File: src/rtl/vn_lut_loader.sv
// Streams a 128-entry IB LUT into two interleaved banks: entry k goes to
// bank k[0] at page k[6:1], the write-side inverse of the VN read mapping.
module vn_lut_loader #(
  parameter int DATA_W = 4
) (
  input  logic              sys_clk,
  input  logic              rstn,
  input  logic              load_start,
  input  logic              din_valid,
  input  logic [DATA_W-1:0] din,
  output logic              din_ready,
  output logic              we_bank0,
  output logic              we_bank1,
  output logic [5:0]        page_addr,
  output logic [DATA_W-1:0] wdata,
  output logic              busy,
  output logic              load_done
);

  typedef enum logic [1:0] {
    IDLE = 2'd0,
    LOAD = 2'd1,
    DONE = 2'd2
  } state_t;

  state_t     state_r;
  state_t     state_s;
  logic [6:0] cnt_r;
  logic       xfer_s;
  logic       last_s;

  assign xfer_s = (state_r == LOAD) && din_valid;
  assign last_s = (cnt_r == 7'd127);

  // State register.
  always_ff @(posedge sys_clk or negedge rstn) begin
    if (!rstn) begin
      state_r <= IDLE;
    end else begin
      state_r <= state_s;
    end
  end

  // Next-state logic and state-decoded status outputs.
  always_comb begin
    state_s   = state_r;
    din_ready = 1'b0;
    busy      = 1'b0;
    load_done = 1'b0;
    case (state_r)
      IDLE: begin
        if (load_start) begin
          state_s = LOAD;
        end else begin
          state_s = IDLE;
        end
      end
      LOAD: begin
        din_ready = 1'b1;
        busy      = 1'b1;
        if (xfer_s && last_s) begin
          state_s = DONE;
        end else begin
          state_s = LOAD;
        end
      end
      DONE: begin
        busy      = 1'b1;
        load_done = 1'b1;
        state_s   = IDLE;
      end
      default: begin
        state_s = IDLE;
      end
    endcase
  end

  // Entry counter; holds at 127 after the final transfer instead of wrapping.
  always_ff @(posedge sys_clk or negedge rstn) begin
    if (!rstn) begin
      cnt_r <= 7'd0;
    end else if ((state_r == IDLE) && load_start) begin
      cnt_r <= 7'd0;
    end else if (xfer_s && !last_s) begin
      cnt_r <= cnt_r + 7'd1;
    end
  end

  // Registered bank write port; address and data hold between transfers.
  always_ff @(posedge sys_clk or negedge rstn) begin
    if (!rstn) begin
      we_bank0  <= 1'b0;
      we_bank1  <= 1'b0;
      page_addr <= 6'd0;
      wdata     <= {DATA_W{1'b0}};
    end else begin
      we_bank0 <= xfer_s && !cnt_r[0];
      we_bank1 <= xfer_s && cnt_r[0];
      if (xfer_s) begin
        page_addr <= cnt_r[6:1];
        wdata     <= din;
      end
    end
  end

endmodule

File: config.mk
export PLATFORM = sky130hd
export DESIGN_NAME = vn_lut_loader
export DESIGN_NICKNAME = d
export VERILOG_FILES = /design/src/rtl/vn_lut_loader.sv
export SDC_FILE = /design/constraint.sdc
export NUM_CORES = 1
export LEC_CHECK = 0
export ABC_AREA = 1
export BUFFER_PORTS_ARGS = -buffer_cell sky130_fd_sc_hd__buf_2
export CORE_MARGIN = 10
export CORE_UTILIZATION = 51
export DETAILED_ROUTE_END_ITERATION = 8
export GPL_TIMING_DRIVEN = 0
export PLACE_DENSITY = 0.73
export SLEW_MARGIN = 25
export SYNTH_ARGS = -nofsm -noshare
export SYNTH_HDL_FRONTEND = slang
export SYNTH_SLANG_ARGS = --single-unit
File: constraint.sdc
create_clock -name sys_clk -period 1.6 [get_ports sys_clk]
set_input_delay 0.16 -clock sys_clk [delete_from_list [all_inputs] [get_ports sys_clk]]
set_output_delay 0.16 -clock sys_clk [all_outputs]
set_load 0.005 [all_outputs]
==> impl_metrics.tcl <==
set metrics [dict create \
    wl_per_cell_um 12.8 \
    dp_cells 161 \
    multi_input_area_um2 392 \
    coreArea_mm2 0.00176 \
    final.min_clock_period_ns 1.37 \
    cap_violations 0 \
    start_util_pct 55.0 \
    min_path_type "in -> reg" \
    setup_viol 0 \
    outcome "complete, no violations" \
    fillers 169 \
    ant_nets 0 \
    grt_max_degree 22 \
    die_w_um 63.6 \
    reg2reg_from "state_r[1]$_DFF_PN0_" \
    antenna_cells 0 \
    setup_tns_ns 0 \
    synthToLayoutAreaGrowth_pct 18.7 \
    worstPathMaxFanout 9 \
    hpwl_um 1570 \
    crit_arrival_ns 1.57 \
    drt_iter0_markers 26 \
    clock_path_buffers 2 \
    firstDrtPassIters 4 \
    worst_slew_pin_slew_ns 0.460 \
    layout_commonest_cell "nand2_1" \
    clock-sinks 21 \
    rsz0062_at_grt "no" \
    synth.distinct_cells 18 \
    cts_buffers 3 \
    syn_nets 126 \
    die-area_mm2 0.00405 \
    tritoncts "yes" \
    antenna_found_initial 0 \
    slowest_stage "dfrtp_1" \
    htree_levels 1 \
    num_rows 15 \
    clk_latency_ns 0.31 \
    cp-end-kind "flip-flop" \
    slowest_delay_ns 0.40 \
    wl_um 2120 \
    synth.avg_cell_area_um2 8.51 \
    worstSetupStartpointType "flip-flop" \
    clock-root-buffer "clkbuf_4" \
    ys_seq_elements 21 \
    crit_start "state_r[1]$_DFF_PN0_" \
    drive_above_1_share_pct 24.1 \
    slew_headroom_pct 69.3 \
    layout.nets 154 \
    gp_congestion 0.894 \
    grt_overflow 0 \
    ff_latch_area_um2 526 \
    vias 824 \
    grtUsageTotal_pct 10.9 \
    final_cell_mix "40 x nand2_1, 24 x buf_2, 21 x dfrtp_1" \
    fmax_mhz 729 \
    cp_data_required_time_ns 1.80 \
    hold_viol 0 \
    netlist.area_leader.share_pct 54.2 \
    grt_pass1_wl_um 3590 \
    period_share_pct 85.7 \
    synthesis.area_um2 970 \
    port_buffers 22 \
    yosysTopAreaCell "dfrtp_1" \
    crit_type "reg -> reg" \
    yosys-top-cells-area "dfrtp_1 54%, nand2_1 15%, nand3_1 7.2%, ha_1 5.2%, inv_1 3.9%" \
    maxSlewViolCount 0 \
    ir_worst_vdd_v 0.000785 \
    p_leak_nw 0.651 \
    instances_no_fill 166 \
    yosys_warnings 0 \
    die_y_um 63.6 \
    cp_cell_sequence "inv_1, ha_1, nand2_2, inv_2, nand2_4, nand3_1, o21ai_0" \
    ios 23 \
    via_per_inst 4.96 \
    power_per_cell_area_mw_per_mm2 1170 \
    path_clk_slew_ns 0.12 \
    power_w 0.00134 \
    finClkSkew_ns 0.00612 \
    grt_pass1_vias 810 \
    synth_cells 114 \
    hold_path.startpoint "din[2]" \
    yosysSeqAreaShare_pct 54.2 \
    drc 0 \
]
-- worst max-delay path: cells and delay by family, from the launching register on --
kind,cells,cell delay (ns)
compound gates,1,0.08
simple gates,3,0.31
flops,1,0.40
buf+inv,2,0.28
fa+ha+maj,1,0.19
-- state kept, by name (all words and copies together) (netlist names) --
name	cells
we_bank0	1
cnt_r	7
page_addr	6
state_r	2
we_bank1	1
wdata	4
-- cell usage after synthesis --
cell type,instances
dfrtp_1,21
nand3b_1,1
nand4_1,1
nand3_1,14
nand2_1,40
buf_2,2
a21boi_0,1
clkinv_1,1
nor2_1,7
o21bai_1,1
nand3_2,1
nand2_2,2
inv_1,10
nor3_1,1
inv_2,1
o21ai_0,5
nand2_4,1
ha_1,4
-- where the power goes --
part,switching (W),total [W],internal (W)
logic,0.000192,0.000341,0.000149
clock network,0.000163,0.000257,0.0000936
registers,0.000100,0.000745,0.000644
-- cell families (layout without fill, tap and decap cells) --
family	count (synthesis)	count (layout)	synth area share [%]
and+or+nand+nor	68	68	30.8
DFF	21	21	54.2
buffers and inverters	14	41	5.68
AOI/OAI and AO/OA	7	7	4.13
adders and majority gates	4	4	5.16
-- layer usage --
metal	GRT usage (%)	routed length, um
met2	18.8	1030
met1	11.6	914
met5	0	0
met3	3.53	131
met4	5.19	39
-- per-stage QoR --
step / utilization [%] / setup WS (ns) / cell area [um^2] / hold slack (ns)
2_1_floorplan: - / 0.406 / 970 / -0.136
3_3_place_gp: 63.0 / 0.259 / 1110 / 0.129
3_5_place_dp: 63.0 / 0.190 / 1110 / 0.137
4_1_cts: 65.1 / 0.179 / 1150 / 0.0275
5_1_grt: 65.2 / 0.0812 / 1150 / 0.0164
6_report: 65.2 / 0.229 / 1150 / 0.0319
-- layout make-up --
cell class / instances / share of cell area (%)
Buffer: 2 / 0.870
Tap cell: 25 / 2.72
Clock buffer: 3 / 1.96
Inverter: 12 / 3.91
Multi-Input combinational cell: 79 / 34.0
Sequential cell: 21 / 45.7
Clock inverter: 1 / 0.435
Timing Repair Buffer: 23 / 10.4
-- timing repair --
| action | 4_1_cts | 5_1_grt |
|---|---|---|
| buffers inserted | 0 | 0 |
| hold buffers | 1 | 0 |
| hold endpoints to repair | 21 | 0 |
| setup endpoints to repair | 0 | 1 |
| gates resized for setup | 0 | 1 |
-- path summary, 6_finish.rpt --
| check | end | slack [ns] | cells past startpoint |
|---|---|---|---|
| setup reg to reg | cnt_r[3]$_DFFE_PN0P_ | 0.23 | 7 |
| min in group asynchronous | page_addr[0]$_DFFE_PN0P_ | 0.31 | 2 |
| setup / recovery | cnt_r[3]$_DFFE_PN0P_ | 0.23 | 7 |
| max in group asynchronous | cnt_r[6]$_DFFE_PN0P_ | 0.96 | 2 |
| hold reg to reg | wdata[3]$_DFFE_PN0P_ | 0.49 | 2 |
| hold / removal | wdata[2]$_DFFE_PN0P_ | 0.03 | 3 |
No activity file was read; power rests on OpenSTA's default activity.
